## src/rtl/riscv_mem_arb_pkg.sv

```systemverilog
// ============================================================================
// Module      : riscv_mem_arb_pkg
// Description : Shared types and constants for the fetch/data memory arbiter.
// Revision    : 1.0 - initial release
// ============================================================================
`default_nettype none

package riscv_mem_arb_pkg;

    typedef enum logic [1:0] {
        IDLE  = 2'd0,
        ISSUE = 2'd1,
        WAIT  = 2'd2,
        RESP  = 2'd3
    } arb_state_e;

    typedef enum logic {
        OWN_IF = 1'b0,
        OWN_D  = 1'b1
    } arb_owner_e;

    localparam int ADDR_W_DEF = 32;
    localparam int DATA_W_DEF = 32;
    localparam int BE_W       = 4;

    localparam logic [BE_W-1:0] c_BE_FULL = 4'hF;

endpackage

`default_nettype wire

```

## src/rtl/riscv_mem_arb_fairness.sv

```systemverilog
// ============================================================================
// Module      : riscv_mem_arb_fairness
// Description : Starvation counter; forces a fetch grant after STARVE_LIMIT
//               consecutive data grants while a fetch is waiting.
// Revision    : 1.0 - initial release
// ============================================================================
`default_nettype none

module riscv_mem_arb_fairness #(
    parameter int STARVE_LIMIT = 4
) (
    input  logic clk,
    input  logic rst,
    input  logic if_req,
    input  logic d_grant,
    input  logic if_grant,
    input  logic arb_cycle,
    output logic force_if
);

    localparam logic [3:0] c_LIMIT = 4'(STARVE_LIMIT);

    logic [3:0] starve_cnt_q;
    logic [3:0] starve_cnt_d;

    always_comb begin
        starve_cnt_d = starve_cnt_q;
        if (arb_cycle) begin
            if (if_grant || !if_req) begin
                starve_cnt_d = 4'd0;
            end else if (d_grant && (starve_cnt_q != c_LIMIT)) begin
                starve_cnt_d = starve_cnt_q + 4'd1;
            end
        end
    end

    always_ff @(posedge clk) begin
        if (rst) begin
            starve_cnt_q <= 4'd0;
        end else begin
            starve_cnt_q <= starve_cnt_d;
        end
    end

    assign force_if = if_req && (starve_cnt_q == c_LIMIT);

endmodule

`default_nettype wire

```

## src/rtl/riscv_mem_arbiter.sv

```systemverilog
// ============================================================================
// Module      : riscv_mem_arbiter
// Description : Shares one single-port memory between instruction fetch and
//               data requesters, one transaction at a time, data-priority
//               with fetch starvation protection.
//               Optional stall counters: define RISCV_MEM_ARB_PERF_EN.
// Revision    : 1.0 - initial release
// ============================================================================
`default_nettype none

module riscv_mem_arbiter
    import riscv_mem_arb_pkg::*;
#(
    parameter int ADDR_W       = ADDR_W_DEF,
    parameter int DATA_W       = DATA_W_DEF,
    parameter int STARVE_LIMIT = 4
) (
    input  logic              clk,
    input  logic              rst,
    input  logic              if_req,
    input  logic [ADDR_W-1:0] if_addr,
    output logic              if_gnt,
    output logic              if_rvalid,
    output logic [DATA_W-1:0] if_rdata,
    input  logic              d_req,
    input  logic              d_we,
    input  logic [ADDR_W-1:0] d_addr,
    input  logic [DATA_W-1:0] d_wdata,
    input  logic [BE_W-1:0]   d_be,
    output logic              d_gnt,
    output logic              d_rvalid,
    output logic [DATA_W-1:0] d_rdata,
    output logic              mem_req,
    output logic              mem_we,
    output logic [ADDR_W-1:0] mem_addr,
    output logic [DATA_W-1:0] mem_wdata,
    output logic [BE_W-1:0]   mem_be,
    input  logic              mem_rvalid,
    input  logic [DATA_W-1:0] mem_rdata
`ifdef RISCV_MEM_ARB_PERF_EN
    ,
    output logic [31:0]       perf_if_stall,
    output logic [31:0]       perf_d_stall
`endif
);

    arb_state_e        state_q,     state_d;
    arb_owner_e        owner_q,     owner_d;
    logic              mem_req_q,   mem_req_d;
    logic              mem_we_q,    mem_we_d;
    logic [ADDR_W-1:0] mem_addr_q,  mem_addr_d;
    logic [DATA_W-1:0] mem_wdata_q, mem_wdata_d;
    logic [BE_W-1:0]   mem_be_q,    mem_be_d;
    logic              if_rvalid_q, if_rvalid_d;
    logic              d_rvalid_q,  d_rvalid_d;
    logic [DATA_W-1:0] if_rdata_q,  if_rdata_d;
    logic [DATA_W-1:0] d_rdata_q,   d_rdata_d;

    logic w_arb;
    logic w_force_if;
    logic w_sel_if;
    logic w_sel_d;

    // Grants are combinational in IDLE; reset masks them so all outputs read 0.
    assign w_arb    = (state_q == IDLE) && !rst;
    assign w_sel_if = w_arb && if_req && (!d_req || w_force_if);
    assign w_sel_d  = w_arb && d_req && !w_sel_if;

    riscv_mem_arb_fairness #(
        .STARVE_LIMIT (STARVE_LIMIT)
    ) u_fairness (
        .clk       (clk),
        .rst       (rst),
        .if_req    (if_req),
        .d_grant   (w_sel_d),
        .if_grant  (w_sel_if),
        .arb_cycle (w_arb),
        .force_if  (w_force_if)
    );

    always_comb begin
        state_d     = state_q;
        owner_d     = owner_q;
        mem_req_d   = 1'b0;
        mem_we_d    = mem_we_q;
        mem_addr_d  = mem_addr_q;
        mem_wdata_d = mem_wdata_q;
        mem_be_d    = mem_be_q;
        if_rvalid_d = 1'b0;
        d_rvalid_d  = 1'b0;
        if_rdata_d  = if_rdata_q;
        d_rdata_d   = d_rdata_q;

        case (state_q)
            IDLE: begin
                if (w_sel_if) begin
                    owner_d     = OWN_IF;
                    mem_req_d   = 1'b1;
                    mem_we_d    = 1'b0;
                    mem_addr_d  = if_addr;
                    mem_wdata_d = '0;
                    mem_be_d    = c_BE_FULL;
                    state_d     = ISSUE;
                end else if (w_sel_d) begin
                    owner_d     = OWN_D;
                    mem_req_d   = 1'b1;
                    mem_we_d    = d_we;
                    mem_addr_d  = d_addr;
                    mem_wdata_d = d_wdata;
                    mem_be_d    = d_be;
                    state_d     = ISSUE;
                end
            end
            ISSUE: begin
                state_d = WAIT;
            end
            WAIT: begin
                if (mem_rvalid) begin
                    state_d = RESP;
                    if (owner_q == OWN_IF) begin
                        if_rdata_d  = mem_rdata;
                        if_rvalid_d = 1'b1;
                    end else begin
                        d_rdata_d  = mem_we_q ? '0 : mem_rdata;
                        d_rvalid_d = 1'b1;
                    end
                end
            end
            RESP: begin
                state_d = IDLE;
            end
            default: begin
                state_d = IDLE;
            end
        endcase
    end

    always_ff @(posedge clk) begin
        if (rst) begin
            state_q     <= IDLE;
            owner_q     <= OWN_IF;
            mem_req_q   <= 1'b0;
            mem_we_q    <= 1'b0;
            mem_addr_q  <= '0;
            mem_wdata_q <= '0;
            mem_be_q    <= '0;
            if_rvalid_q <= 1'b0;
            d_rvalid_q  <= 1'b0;
            if_rdata_q  <= '0;
            d_rdata_q   <= '0;
        end else begin
            state_q     <= state_d;
            owner_q     <= owner_d;
            mem_req_q   <= mem_req_d;
            mem_we_q    <= mem_we_d;
            mem_addr_q  <= mem_addr_d;
            mem_wdata_q <= mem_wdata_d;
            mem_be_q    <= mem_be_d;
            if_rvalid_q <= if_rvalid_d;
            d_rvalid_q  <= d_rvalid_d;
            if_rdata_q  <= if_rdata_d;
            d_rdata_q   <= d_rdata_d;
        end
    end

    assign if_gnt    = w_sel_if;
    assign d_gnt     = w_sel_d;
    assign if_rvalid = if_rvalid_q;
    assign if_rdata  = if_rdata_q;
    assign d_rvalid  = d_rvalid_q;
    assign d_rdata   = d_rdata_q;
    assign mem_req   = mem_req_q;
    assign mem_we    = mem_we_q;
    assign mem_addr  = mem_addr_q;
    assign mem_wdata = mem_wdata_q;
    assign mem_be    = mem_be_q;

`ifdef RISCV_MEM_ARB_PERF_EN
    logic [31:0] perf_if_stall_q, perf_if_stall_d;
    logic [31:0] perf_d_stall_q,  perf_d_stall_d;

    always_comb begin
        perf_if_stall_d = perf_if_stall_q + {31'd0, (if_req && !w_sel_if)};
        perf_d_stall_d  = perf_d_stall_q  + {31'd0, (d_req  && !w_sel_d)};
    end

    always_ff @(posedge clk) begin
        if (rst) begin
            perf_if_stall_q <= 32'd0;
            perf_d_stall_q  <= 32'd0;
        end else begin
            perf_if_stall_q <= perf_if_stall_d;
            perf_d_stall_q  <= perf_d_stall_d;
        end
    end

    assign perf_if_stall = perf_if_stall_q;
    assign perf_d_stall  = perf_d_stall_q;
`endif

endmodule

`default_nettype wire

```

## config.mk

```make
export PLATFORM = sky130hd
export DESIGN_NAME = riscv_mem_arbiter
export DESIGN_NICKNAME = d
export VERILOG_FILES = /design/src/rtl/riscv_mem_arb_pkg.sv /design/src/rtl/riscv_mem_arb_fairness.sv /design/src/rtl/riscv_mem_arbiter.sv
export SDC_FILE = /design/constraint.sdc
export NUM_CORES = 1
export LEC_CHECK = 0
export CORE_UTILIZATION = 36
export DETAILED_ROUTE_END_ITERATION = 8
export HOLD_SLACK_MARGIN = 0.1
export PLACE_DENSITY = 0.73
export REMOVE_ABC_BUFFERS = 1
export SLEW_MARGIN = 10
export SYNTH_ARGS = -nofsm -noshare
export SYNTH_HDL_FRONTEND = slang
export SYNTH_SLANG_ARGS = --single-unit
```

## constraint.sdc

```tcl
create_clock -name clk -period 1.58 [get_ports clk]
set_input_delay 0.237 -clock clk [delete_from_list [all_inputs] [get_ports clk]]
set_output_delay 0.237 -clock clk [all_outputs]
set_load 0.005 [all_outputs]
```

==> metrics <==
initial core utilization 36.9%; clock share of power 29.0%; setup TNS -162 ps; layout cell share with drive strength beyond 1 12.1%; synthesized area per cell 9.78 µm²; Worst path max stage delay 320 ps; Sequential Power Share 33.3%; CTS Buffer Depth 2; overall routing resource usage 21.6%; cts bufs inserted 17; commonest cells in the synthesized netlist 143 x dfxtp_1, 72 x a21oi_1, 68 x nand2_1; P_leak around 3.6 nW; Synth area leaders dfxtp_1 54%, a21oi_1 6.7%, o221a_1 5.9%, a22o_1 5.4%, nand2_1 4.8%; critical path arrival roughly 1500 ps; Synth cell types 37; # hold bufs at CTS 0; WHS between 200 and 300 ps; Clock transition at path regs 60 ps; number of vias per cell 5.10; Setup Skew ~6.4 ps; Slowest cell on crit path dfxtp_2; placement-stage cell area 8450 µm²; sequential area share after synthesis 53.6%; gpl congestion 0.785; Worst Path Max Fanout 2; top-area cell type share of the netlist area 53.6%; most common cell in the synthesized netlist dfxtp_1; H-tree levels 4; CP required between 1000 and 1500 ps; IO Port Bufs approximately 280; Die Height 124 µm; Comb power frac 37.6%; Slew @ Worst Pin 663 ps; Rel. slew slack 55.8%; final setup fails 2; Setup CP Type flop to output pin; DRC 0; RSZ-0062 raised after global routing yes; Sw Ratio 30.0%; maxcap violations 0; Final Instance Count excl. Fillers 1034; Period minus WS final 1700 ps; fmax 590 MHz; endpoints failing hold 0; Max rail drop VDD 0.843 mV; final worst slack -115 ps; Layout area overhead 75.4%; flop and latch count out of synthesis 143; placed cells 991; synthesized instance count between 500 and 600; final WL 18.3 mm; Clock Root Buffer clkbuf_16; final layout net count 979; yosys warns 0; P_sw 4.23 mW; EDFF count, synth 0; fin crit share 107%; failing checks setup timing; initial antenna violation count 1; fin area 9360 µm²; Vias 5273; first drt pass iteration count 7; Avg WL per Cell roughly 18 µm; core area 14500 µm²; pin count of the biggest net entering global routing 62; post-synth design cell area 5340 µm²; die width approximately 120 µm; Most used DFF post-synth dfxtp_1; internal power 9.87 mW; first-pass GRT wire length 25.3 mm; Setup crit end kind output pin; Slew Limit Fails 0; outcome complete, but fails checks; crit start category flop; I/O Pins 276; Worst-Skew Late Latency 410 ps; DRT antenna net count 0; DRT iter0 DRCs 297; total congestion overflow 0; dpl hpwl 12.1 mm; sequence of cells on the critical path inv_2, ha_4, nand3b_4, a21o_1, nor2_2, buf_2; pwr dens approximately 1500 nW/µm²; Filler Cells Inserted 1104; num rows 44; via count of the first global-routing pass 5104; ys async rst share 0%; Hold Crit Class primary input to flop; die area 15300 µm²; cell taking the most area after synthesis dfxtp_1; CTS tree yes; clk sinks 143
worst max-delay path: cells and delay by family (launching register included):
family | cells | cell delay [ps]
compound gates | 1 | 180
fa+ha+maj | 1 | 150
buf+inv | 2 | 210
flops | 1 | 320
simple gates | 2 | 190
layout by cell type, fill, tap and decap left out, types with 3 or more instances in the layout:
cell and n:
clkdlybuf4s50_1 263, dfxtp_1 138, a21oi_1 71, nand2_1 66, inv_1 37, a22o_1 33
o221a_1 28, mux2i_1 24, nor3_1 23, clkbuf_16 23, buf_4 22, nor2_1 15
buf_12 11, a32oi_1 10, dlymetal6s2s_1 6, dfxtp_2 5, inv_2 4, nand2b_1 4
o221a_2 4, clkinvlp_4 4, o21a_1 3, ha_4 3, bufinv_16 3, clkinv_2 3
buf_6 3, dlygate4sd2_1 3
routing by layer:
layer  vias to the layer above  wire (µm)  share of wire, %  GRT usage [%]
li1                       2517          -                 -              -
met1                      2517       6910                38           23.0
met2                       224       9330                51           38.2
met3                        15       1840                10           8.84
met4                         0        176              0.96           7.45
met5                         -          0                 0              0
power by group through the flow:
stage	Clock, mW	Sequential, mW	Combinational [mW]
after floorplan	0	4.76	2.00
after CTS	4.16	4.69	4.84
after detailed placement	0	4.75	4.75
final	4.10	4.70	5.31
after global placement	0	4.72	4.63
after global routing	4.32	4.78	5.71
registers in the layout, summed over array words and instances, names as in the netlist, 2 cells and up:
| signal | count |
|---|---|
| mem_addr | 32 |
| mem_be | 4 |
| u_fairness.starve_cnt_q | 4 |
| d_rdata | 32 |
| mem_wdata | 32 |
| state_q | 2 |
| if_rdata | 32 |
repair_timing:
action,CTS,global route
setup endpoints to repair,41,80
buffers inserted,2,3
gates resized for setup,26,22
pin swaps,5,7
gates cloned,0,7
cell type report:
class                   instances  area (µm²)  share of cell area (%)
well taps                     184         230                    2.46
flip-flops and latches        143        2870                    30.6
multi-input cells             317        2190                    23.4
diodes                          1        2.50                  0.0267
clock buffers                  19         443                    4.73
inverters                      41         154                    1.64
clock inverters                13         164                    1.75
repair buffers                316        3310                    35.4
logic make-up (layout without fill, tap and decap cells):
logic type                 Yosys count  in the layout  share of synthesized area [%]
AOI/OAI and AO/OA                  159            159                           22.3
adders and majority gates            5              5                           1.17
buffers and inverters               86            389                           7.19
DFF                                143            143                           53.6
muxes                               24             24                           4.50
other                                0              1                              0
and+or+nand+nor                    129            129                           11.2
worst paths after layout:
path | end | slack, ps | start | cells past startpoint
max reg2reg | d_rdata[7]$_SDFFE_PP0P_ | 40 | state_q[0]$_SDFFE_PP0P_ | 8
min reg2reg | if_rdata[2]$_SDFFE_PP0P_ | 450 | if_rdata[2]$_SDFFE_PP0P_ | 2
max | if_gnt | -120 | u_fairness.starve_cnt_q[1]$_SDFFE_PP0P_ | 6
min | mem_wdata[1]$_SDFFE_PP0P_ | 280 | rst | 3
per-stage QoR:
step	total power, mW	setup slack [ps]	utilization [%]
final	14.1	-115	64.7
after global routing	14.8	-215	64.7
after global placement	9.35	-364	58.3
after CTS	13.7	-189	62.8
after detailed placement	9.50	-388	58.3
after floorplan	6.76	-978	-
Power figures use the tool's default switching activity.
